[src/rtl/cal_abs_pipe_if.sv]
// ---------------------------------------------------------------------------
// cal_abs_pipe_if
//   Sample/result bundle for the complex-magnitude pipeline.
//   Parameters:
//     DW     : input component width
//     USER_W : sideband tag width
//     OW     : result width, DW+1 (derived)
//   Signals:
//     val_i  : input sample valid
//     real_i : real component
//     imag_i : imaginary component
//     user_i : sideband tag, sampled with val_i
//     abs_o  : magnitude result, unsigned
//     val_o  : abs_o/user_o valid
//     user_o : tag of the sample producing abs_o
//   Modports:
//     master : sample producer / result consumer
//     slave  : the magnitude unit
// ---------------------------------------------------------------------------
interface cal_abs_pipe_if #(
  parameter int DW     = 8,
  parameter int USER_W = 4
);
  localparam int OW = DW + 1;

  logic              val_i;
  logic [DW-1:0]     real_i;
  logic [DW-1:0]     imag_i;
  logic [USER_W-1:0] user_i;
  logic [OW-1:0]     abs_o;
  logic              val_o;
  logic [USER_W-1:0] user_o;

  modport master (
    output val_i, real_i, imag_i, user_i,
    input  abs_o, val_o, user_o
  );

  modport slave (
    input  val_i, real_i, imag_i, user_i,
    output abs_o, val_o, user_o
  );
endinterface

[src/rtl/cal_abs_pipe.sv]
// ---------------------------------------------------------------------------
// cal_abs_pipe
//   Fully pipelined complex magnitude: abs_o = floor(sqrt(real^2 + imag^2)),
//   one sample per clock, no backpressure, fixed latency LAT = OW+3 cycles.
//   Pipeline: input register (optional two's complement |x|), squares, exact
//   sum, then one restoring square-root stage per result bit (MSB first),
//   then the output register.  Stage data registers only load when the
//   incoming stage valid is set, so idle cycles do not toggle the datapath
//   and X on the components during val_i=0 never reaches abs_o.
//
//   Optional build macro CAL_ABS_ROUND_EN: round to nearest at the output
//   register (q+1 when the final remainder exceeds q); latency unchanged.
//
//   Ports:
//     clk   : system clock, rising edge
//     rst_n : asynchronous active-low reset, clears every register
//     bus   : cal_abs_pipe_if.slave (val_i/real_i/imag_i/user_i in,
//             abs_o/val_o/user_o out, all outputs registered)
// ---------------------------------------------------------------------------
module cal_abs_pipe #(
  parameter int DW        = 8,
  parameter int SIGNED_IN = 0,
  parameter int USER_W    = 4
) (
  input  logic          clk,
  input  logic          rst_n,
  cal_abs_pipe_if.slave bus
);
  localparam int OW  = DW + 1;
  localparam int LAT = OW + 3;
  localparam int NSQ = LAT - 3;     // square-root stages, one per result bit
  localparam int SW  = 2 * DW + 1;  // exact sum width
  localparam int PW  = 2 * OW;      // sum padded to whole bit pairs
  localparam int RW  = OW + 2;      // stored remainder width
  localparam int EW  = RW + 2;      // remainder after bringing down a pair

  // Unsigned magnitude of one component; -2^(DW-1) maps to 2^(DW-1).
  function automatic logic [DW-1:0] mag_f(input logic [DW-1:0] x);
    logic [DW-1:0] m;
    if ((SIGNED_IN != 32'sd0) && x[DW-1]) begin
      m = (~x) + {{(DW-1){1'b0}}, 1'b1};
    end else begin
      m = x;
    end
    return m;
  endfunction

  // Next root bit: 1 when (4r + pair) >= (4q + 1).
  function automatic logic root_bit(input logic [OW-1:0] q,
                                    input logic [RW-1:0] r,
                                    input logic [1:0]    pair);
    logic [EW-1:0] rem_v;
    logic [EW-1:0] trial_v;
    rem_v   = {r, pair};
    trial_v = {2'b00, q, 2'b01};
    return (rem_v >= trial_v);
  endfunction

  // Next remainder of the restoring step (trial subtracted only if it fits).
  function automatic logic [RW-1:0] rem_next(input logic [OW-1:0] q,
                                             input logic [RW-1:0] r,
                                             input logic [1:0]    pair);
    logic [EW-1:0] rem_v;
    logic [EW-1:0] trial_v;
    logic [RW-1:0] res;
    rem_v   = {r, pair};
    trial_v = {2'b00, q, 2'b01};
    if (rem_v >= trial_v) begin
      res = RW'(rem_v - trial_v);
    end else begin
      res = rem_v[RW-1:0];
    end
    return res;
  endfunction

  // ---------------- stage 0: input capture / magnitude ----------------
  logic              v0_r;
  logic [DW-1:0]     re0_r;
  logic [DW-1:0]     im0_r;
  logic [USER_W-1:0] u0_r;

  // Capture accepted samples; component magnitudes taken here.
  always_ff @(posedge clk or negedge rst_n) begin
    if (!rst_n) begin
      v0_r  <= 1'b0;
      re0_r <= {DW{1'b0}};
      im0_r <= {DW{1'b0}};
      u0_r  <= {USER_W{1'b0}};
    end else begin
      v0_r <= bus.val_i;
      if (bus.val_i) begin
        re0_r <= mag_f(bus.real_i);
        im0_r <= mag_f(bus.imag_i);
        u0_r  <= bus.user_i;
      end
    end
  end

  // ---------------- stage 1: squares ----------------
  logic                v1_r;
  logic [2*DW-1:0]     sq_re_r;
  logic [2*DW-1:0]     sq_im_r;
  logic [USER_W-1:0]   u1_r;

  // Square each magnitude at full 2*DW precision.
  always_ff @(posedge clk or negedge rst_n) begin
    if (!rst_n) begin
      v1_r    <= 1'b0;
      sq_re_r <= {(2*DW){1'b0}};
      sq_im_r <= {(2*DW){1'b0}};
      u1_r    <= {USER_W{1'b0}};
    end else begin
      v1_r <= v0_r;
      if (v0_r) begin
        sq_re_r <= (2*DW)'(re0_r) * (2*DW)'(re0_r);
        sq_im_r <= (2*DW)'(im0_r) * (2*DW)'(im0_r);
        u1_r    <= u0_r;
      end
    end
  end

  // ---------------- stage 2: exact sum ----------------
  logic              v2_r;
  logic [SW-1:0]     s_r;
  logic [USER_W-1:0] u2_r;

  // Sum of squares with one guard bit, never truncated.
  always_ff @(posedge clk or negedge rst_n) begin
    if (!rst_n) begin
      v2_r <= 1'b0;
      s_r  <= {SW{1'b0}};
      u2_r <= {USER_W{1'b0}};
    end else begin
      v2_r <= v1_r;
      if (v1_r) begin
        s_r  <= {1'b0, sq_re_r} + {1'b0, sq_im_r};
        u2_r <= u1_r;
      end
    end
  end

  // ---------------- square-root stages 0..NSQ-2 ----------------
  // Each stage consumes the top bit pair of the not-yet-used sum bits, so the
  // carried sum shrinks by two bits per stage.
  for (genvar j = 0; j < NSQ - 1; j++) begin : g_sq
    localparam int IW  = PW - 2 * j;  // sum bits still to be consumed
    localparam int SRW = IW - 2;      // sum bits passed on

    logic [OW-1:0]     q_in_s;
    logic [RW-1:0]     r_in_s;
    logic [IW-1:0]     sr_in_s;
    logic [USER_W-1:0] u_in_s;
    logic              v_in_s;

    logic [OW-1:0]     q_r;
    logic [RW-1:0]     r_r;
    logic [SRW-1:0]    sr_r;
    logic [USER_W-1:0] u_r;
    logic              v_r;

    if (j == 0) begin : g_head
      assign q_in_s  = {OW{1'b0}};
      assign r_in_s  = {RW{1'b0}};
      assign sr_in_s = {1'b0, s_r};
      assign u_in_s  = u2_r;
      assign v_in_s  = v2_r;
    end else begin : g_link
      assign q_in_s  = g_sq[j-1].q_r;
      assign r_in_s  = g_sq[j-1].r_r;
      assign sr_in_s = g_sq[j-1].sr_r;
      assign u_in_s  = g_sq[j-1].u_r;
      assign v_in_s  = g_sq[j-1].v_r;
    end

    // One restoring square-root step per clock.
    always_ff @(posedge clk or negedge rst_n) begin
      if (!rst_n) begin
        q_r  <= {OW{1'b0}};
        r_r  <= {RW{1'b0}};
        sr_r <= {SRW{1'b0}};
        u_r  <= {USER_W{1'b0}};
        v_r  <= 1'b0;
      end else begin
        v_r <= v_in_s;
        if (v_in_s) begin
          q_r  <= {q_in_s[OW-2:0], root_bit(q_in_s, r_in_s, sr_in_s[IW-1 -: 2])};
          r_r  <= rem_next(q_in_s, r_in_s, sr_in_s[IW-1 -: 2]);
          sr_r <= sr_in_s[SRW-1:0];
          u_r  <= u_in_s;
        end
      end
    end
  end

  // ---------------- last square-root stage ----------------
  logic [OW-1:0]     qf_in_s;
  logic [RW-1:0]     rf_in_s;
  logic [1:0]        pf_in_s;
  logic [USER_W-1:0] uf_in_s;
  logic              vf_in_s;

  assign qf_in_s = g_sq[NSQ-2].q_r;
  assign rf_in_s = g_sq[NSQ-2].r_r;
  assign pf_in_s = g_sq[NSQ-2].sr_r;
  assign uf_in_s = g_sq[NSQ-2].u_r;
  assign vf_in_s = g_sq[NSQ-2].v_r;

  logic [OW-1:0]     q_last_r;
  logic [USER_W-1:0] u_last_r;
  logic              v_last_r;
`ifdef CAL_ABS_ROUND_EN
  logic [RW-1:0]     r_last_r;
`endif

  // Final root bit; the remainder is only kept when rounding is built in.
  always_ff @(posedge clk or negedge rst_n) begin
    if (!rst_n) begin
      q_last_r <= {OW{1'b0}};
      u_last_r <= {USER_W{1'b0}};
      v_last_r <= 1'b0;
`ifdef CAL_ABS_ROUND_EN
      r_last_r <= {RW{1'b0}};
`endif
    end else begin
      v_last_r <= vf_in_s;
      if (vf_in_s) begin
        q_last_r <= {qf_in_s[OW-2:0], root_bit(qf_in_s, rf_in_s, pf_in_s)};
        u_last_r <= uf_in_s;
`ifdef CAL_ABS_ROUND_EN
        r_last_r <= rem_next(qf_in_s, rf_in_s, pf_in_s);
`endif
      end
    end
  end

  // ---------------- output register ----------------
  logic [OW-1:0] abs_nx_s;

  // Result selection: floor root, or root+1 when s > q^2 + q (round build).
  always_comb begin
    abs_nx_s = q_last_r;
`ifdef CAL_ABS_ROUND_EN
    if (r_last_r > {2'b00, q_last_r}) begin
      abs_nx_s = q_last_r + {{(OW-1){1'b0}}, 1'b1};
    end else begin
      abs_nx_s = q_last_r;
    end
`endif
  end

  logic [OW-1:0]     abs_r;
  logic [USER_W-1:0] user_r;
  logic              val_r;

  // Output register; result and tag hold their last values while val_o=0.
  always_ff @(posedge clk or negedge rst_n) begin
    if (!rst_n) begin
      abs_r  <= {OW{1'b0}};
      user_r <= {USER_W{1'b0}};
      val_r  <= 1'b0;
    end else begin
      val_r <= v_last_r;
      if (v_last_r) begin
        abs_r  <= abs_nx_s;
        user_r <= u_last_r;
      end
    end
  end

  assign bus.abs_o  = abs_r;
  assign bus.user_o = user_r;
  assign bus.val_o  = val_r;
endmodule

[src/flat_wrapper.sv]
// flat-port wrapper written by rule: the top's interface ports become plain ports
module cal_abs_pipe_flat 
#(
  parameter int DW        = 8,
  parameter int SIGNED_IN = 0,
  parameter int USER_W    = 4
)
  (clk, rst_n, bus_val_i, bus_real_i, bus_imag_i, bus_user_i, bus_abs_o, bus_val_o, bus_user_o);
  cal_abs_pipe_if #(.DW(DW), .USER_W(USER_W)) bus_i ();
  input  logic clk;
  input  logic rst_n;
  input wire logic [$bits(bus_i.val_i)-1:0] bus_val_i;
  input wire logic [$bits(bus_i.real_i)-1:0] bus_real_i;
  input wire logic [$bits(bus_i.imag_i)-1:0] bus_imag_i;
  input wire logic [$bits(bus_i.user_i)-1:0] bus_user_i;
  output wire logic [$bits(bus_i.abs_o)-1:0] bus_abs_o;
  output wire logic [$bits(bus_i.val_o)-1:0] bus_val_o;
  output wire logic [$bits(bus_i.user_o)-1:0] bus_user_o;
  assign bus_i.val_i = bus_val_i;
  assign bus_i.real_i = bus_real_i;
  assign bus_i.imag_i = bus_imag_i;
  assign bus_i.user_i = bus_user_i;
  assign bus_abs_o = bus_i.abs_o;
  assign bus_val_o = bus_i.val_o;
  assign bus_user_o = bus_i.user_o;
  cal_abs_pipe #(.DW(DW), .SIGNED_IN(SIGNED_IN), .USER_W(USER_W)) u_core (.clk(clk), .rst_n(rst_n), .bus(bus_i));
endmodule
[config.mk]
export PLATFORM = sky130hd
export DESIGN_NAME = cal_abs_pipe_flat
export DESIGN_NICKNAME = d
export VERILOG_FILES = /design/src/rtl/cal_abs_pipe_if.sv /design/src/rtl/cal_abs_pipe.sv /design/src/flat_wrapper.sv
export SDC_FILE = /design/constraint.sdc
export NUM_CORES = 1
export LEC_CHECK = 0
export ABC_CLOCK_PERIOD_IN_PS = 12600
export BUFFER_PORTS_ARGS = -buffer_cell sky130_fd_sc_hd__buf_2
export CORE_MARGIN = 5
export CORE_UTILIZATION = 40
export CTS_BUF_LIST = sky130_fd_sc_hd__clkbuf_4 sky130_fd_sc_hd__clkbuf_8
export DETAILED_ROUTE_END_ITERATION = 8
export SLEW_MARGIN = 10
export SYNTH_ARGS = -nofsm -noshare
export SYNTH_HDL_FRONTEND = slang
export SYNTH_SLANG_ARGS = --single-unit
[constraint.sdc]
create_clock -name clk -period 12.6 [get_ports clk]
set_clock_uncertainty 0.05 [all_clocks]
set_input_delay 3.15 -clock clk [delete_from_list [all_inputs] [get_ports clk]]
set_output_delay 3.15 -clock clk [all_outputs]
set_load 0.01 [all_outputs]
==> out/results.md <==
* **post-CTS resize count** 0
* **start of the worst register-to-register path** u_core.re0_r[5]
* **Worst path slowest cell** sky130_fd_sc_hd__buf_4
* **vias in the first global route** 12241
* **number of failing hold endpoints at the final stage** 0
* **total internal power** 3.12 mW
* **Setup-failing EPs final** 0
* **remaining global-route overflow** 0
* **pin count of the biggest net entering global routing** 125
* **switching portion of total power** 36.6%
* **overall via count from detail_route** 11929
* **switching power summed over all nets** 1.80 mW
* **Synth top area share** 44.6%
* **cell row count** 78
* **Antenna diodes** 0
* **CP Max Fanout** 124
* **HPWL after DPL** 24400 um
* **number of instances in the synthesized netlist** 1699
* **Data arrival, critical path** 5.56 ns
* **Post-Synthesis Net Count** 1897
* **leakage** 9.39 nW
* **clock tree from TritonCTS** built
* **top post-synthesis cells by area** sky130_fd_sc_hd__dfrtp_1, sky130_fd_sc_hd__mux2_2, sky130_fd_sc_hd__ha_1
* **CP bufs+invs** 3
* **Fin Setup TNS** 0 ns
* **worst relative slew slack** 29.5%
* **instance count on the critical path** 3
* **Max Clk Rate** 200 MHz
* **clock insertion delay at the later pin of the skew report** 0.62 ns
* **relative contribution of sequential cells to total power** 34.9%
* **library cell occupying the most area in the post-synthesis netlist** sky130_fd_sc_hd__dfrtp_1
* **weighted congestion at the end of routability-driven global placement** 0.824
* **critical hold path startpoint** u_core.g_sq[5].sr_r[3]
* **final critical path time including I/O delays and setup** 5.00 ns
* **status** finished, final reports clean
* **part of the power in the clock network** 21.7%
* **endpoint required time on the critical path** 13.16 ns
* **Root Buffer Master** sky130_fd_sc_hd__clkbuf_8
* **Post-synth EDFFs** 0
* **die footprint** 50200 um2
* **Hold Crit Class** flop to flop
* **delay-heaviest family, CP** buffers and inverters
* **ys async rst share** 100%
* **CTS Hold Bufs** 0
* **Via-to-Cell Ratio** 5.00
* **detailed router's first-iteration violation count** 566
* **critical path class** primary input to asynchronous set/reset pin
* **Wirelength per Cell** 14.1 um
* **measured slew at the worst slew-check pin** 1.05 ns
* **total CTS buffers** 55
* **leading cell type by number of instances after synthesis** sky130_fd_sc_hd__dfrtp_1
* **Pwr per Cell Area** 241 nW/um2
* **detailed-route wire length** 33700 um
* **worst reg2reg setup slack** 7.82 ns
* **crit end category** asynchronous set/reset pin
* **portion of the post-synthesis area used by sequential elements** 44.6%
* **first-pass GRT wire length** 59100 um
* **number of stages on the worst hold path** 2
* **number of register bits inferred by synthesis** 326
* **power consumption** 4.92 mW
* **Post-CTS Repair Setup Buffers** 0
* **placed cell count** 2286
* **Setup crit start kind** primary input
* **H-Tree Level Count** 2
* **non-filler cells in the finished layout** 2386
* **Peak VDD IR** 0.000106 V
* **Most used DFF post-synth** sky130_fd_sc_hd__dfrtp_1
* **number of antenna violations at the first check in global routing** 0
* **fin. max-slew vios** 0
* **final net count** 1941
* **Critical R2R Capture** u_core.sq_re_r[15]
* **global router's overall resource usage** 13.6%
* **placeable core area** 45400 um2
* **number of buffers inserted by port buffering** 36
* **number of placed I/O pins** 37
* **Hold EP** u_core.g_sq[6].sr_r[3]
* **leading post-synthesis cells by instance count** sky130_fd_sc_hd__dfrtp_1, sky130_fd_sc_hd__mux2_2, sky130_fd_sc_hd__inv_1
* **Post-Synthesis Cell Area** 18300 um2
* **worst reg-to-reg path cell count** 15
* **maximum clock insertion buffer count** 3
* **total number of yosys warnings** 0
* **# Max-Cap Violations** 0
* **worst-path cell chain** buf_8 > buf_4 > buf_4
* **height of the die** 224 um
* **Residual DRC** 0
* **layout cells sized above 1** 19.1%
* **Cell variety after synth** 69
* **count of nets left with antenna violations after detail routing** 0
* **Initial DRT Pass Iterations** 4
* **area growth from synthesis to layout** 11.3%
* **average instance area after synthesis** 10.8 um2
* **Final period util** 39.7%
* **Chip Width** 224 um
* **most used cell, CP** sky130_fd_sc_hd__buf_4
* **CTS clk-pin slew, worst paths** 0.06 ns
* **starting utilization of the core area** 40.4%
* **TritonCTS sink count** 326
* **slowest cell delay on critical path** 0.87 ns
* **fraction of power consumed by combinational cells** 43.4%
* **unrepaired setup endpoints after global routing** no
metal layers:
layer	vias up	global-route usage [%]	routed length, um
li1	5951	-	-
met1	5777	18.3	15600
met2	143	22.7	16200
met3	58	2.50	1060
met4	0	4.11	813
met5	-	0	0
cell type report:
cell class	instances	area [um2]
clock buffer	86	1120
clock inverter	14	171
fill	4292	25000
inverter	169	634
multi-input combinational	1144	9280
sequential	326	8160
tap	600	751
timing repair buffer	47	273
cells in the final DEF, fill, tap and decap left out, types with 6 or more instances in the layout:
master | netlist | final
sky130_fd_sc_hd__a21o_1 | 15 | 15
sky130_fd_sc_hd__buf_4 | 1 | 11
sky130_fd_sc_hd__nand2b_1 | 12 | 12
sky130_fd_sc_hd__nor2_1 | 98 | 98
sky130_fd_sc_hd__nand4_1 | 9 | 9
sky130_fd_sc_hd__xor2_1 | 13 | 13
sky130_fd_sc_hd__a21oi_1 | 81 | 81
sky130_fd_sc_hd__nand3_1 | 13 | 13
sky130_fd_sc_hd__ha_1 | 125 | 125
sky130_fd_sc_hd__clkbuf_4 | 0 | 10
sky130_fd_sc_hd__o21a_1 | 23 | 23
sky130_fd_sc_hd__clkinv_2 | 0 | 7
sky130_fd_sc_hd__o31ai_1 | 6 | 6
sky130_fd_sc_hd__dfrtp_1 | 326 | 325
sky130_fd_sc_hd__buf_2 | 4 | 35
sky130_fd_sc_hd__or3_1 | 8 | 8
sky130_fd_sc_hd__nand2_1 | 113 | 113
sky130_fd_sc_hd__inv_1 | 168 | 168
sky130_fd_sc_hd__a211oi_1 | 7 | 7
sky130_fd_sc_hd__o21ai_1 | 24 | 24
sky130_fd_sc_hd__and2_1 | 40 | 40
sky130_fd_sc_hd__nor2b_1 | 17 | 17
sky130_fd_sc_hd__o21ai_0 | 81 | 81
sky130_fd_sc_hd__o22ai_1 | 9 | 9
sky130_fd_sc_hd__nor4_1 | 9 | 9
sky130_fd_sc_hd__clkbuf_8 | 0 | 76
sky130_fd_sc_hd__mux2_2 | 181 | 181
sky130_fd_sc_hd__mux2i_1 | 22 | 22
sky130_fd_sc_hd__and3_1 | 9 | 9
sky130_fd_sc_hd__nor3_1 | 18 | 18
sky130_fd_sc_hd__fa_1 | 50 | 50
sky130_fd_sc_hd__xnor2_1 | 60 | 60
sky130_fd_sc_hd__a31oi_1 | 15 | 15
sky130_fd_sc_hd__nand3b_1 | 8 | 8
sky130_fd_sc_hd__o211ai_1 | 9 | 9
flip-flops by register name (all words and copies together) (netlist names), 8 cells and up:
register          count
u_core.sq_re_r       15
u_core.s_r           17
u_core.im0_r          8
u_core.g_sq.v_r       8
u_core.abs_nx_s       9
u_core.g_sq.sr_r     72
u_core.sq_im_r       15
u_core.re0_r          8
u_core.bus.abs_o      9
u_core.g_sq.u_r      32
u_core.g_sq.r_r      72
u_core.g_sq.q_r      36
worst reg2reg max path: cells and delay by family, from the launching register on:
family | cells | cell delay [ns]
multiplexers | 1 | 0.12
AND/OR/NAND/NOR | 3 | 0.68
adder cells (fa/ha/maj) | 5 | 2.28
AO/OA/AOI/OAI | 3 | 0.79
flip-flops | 1 | 0.49
buffers and inverters | 3 | 0.25
through the flow:
step,utilization [%],setup slack [ns],area [um2],hold slack [ns]
floorplan,-,8.12,18300,0.302
global placement,42.1,6.81,19100,0.412
detailed placement,42.1,6.77,19100,0.418
CTS,44.9,7.43,20400,0.429
global route,44.9,7.05,20400,0.458
finish,44.9,7.60,20400,0.429
worst max-delay path by stage:
stage	from	slack [ns]	to
3_3_place_gp	rst_n	6.81	u_core.g_sq[1].u_r[0]
2_1_floorplan	u_core.re0_r[1]	8.12	u_core.sq_re_r[15]
5_1_grt	rst_n	7.05	u_core.re0_r[1]
4_1_cts	rst_n	7.43	u_core.sq_re_r[4]
6_report	rst_n	7.60	u_core.re0_r[2]
3_5_place_dp	rst_n	6.77	u_core.g_sq[3].sr_r[9]
kinds of logic (layout without fill, tap and decap cells):
kind of cell | after synthesis | after routing | synth area share [%]
mux | 204 | 204 | 12.4
simple gates | 378 | 378 | 10.2
fa+ha+maj | 175 | 175 | 14.0
xor+xnor | 73 | 73 | 3.49
flops | 326 | 326 | 44.6
compound gates | 314 | 314 | 10.6
buf+inv | 229 | 316 | 4.78
power by group through the flow:
stage                     registers (mW)  clock network [mW]  logic, mW
after global placement              1.73                   0       2.09
final                               1.72                1.07       2.13
after CTS                           1.73                1.11       2.16
after global routing                1.78                1.16       2.44
after floorplan                     1.63                   0       1.77
after detailed placement            1.75                   0       2.14
Power figures use the tool's default switching activity.
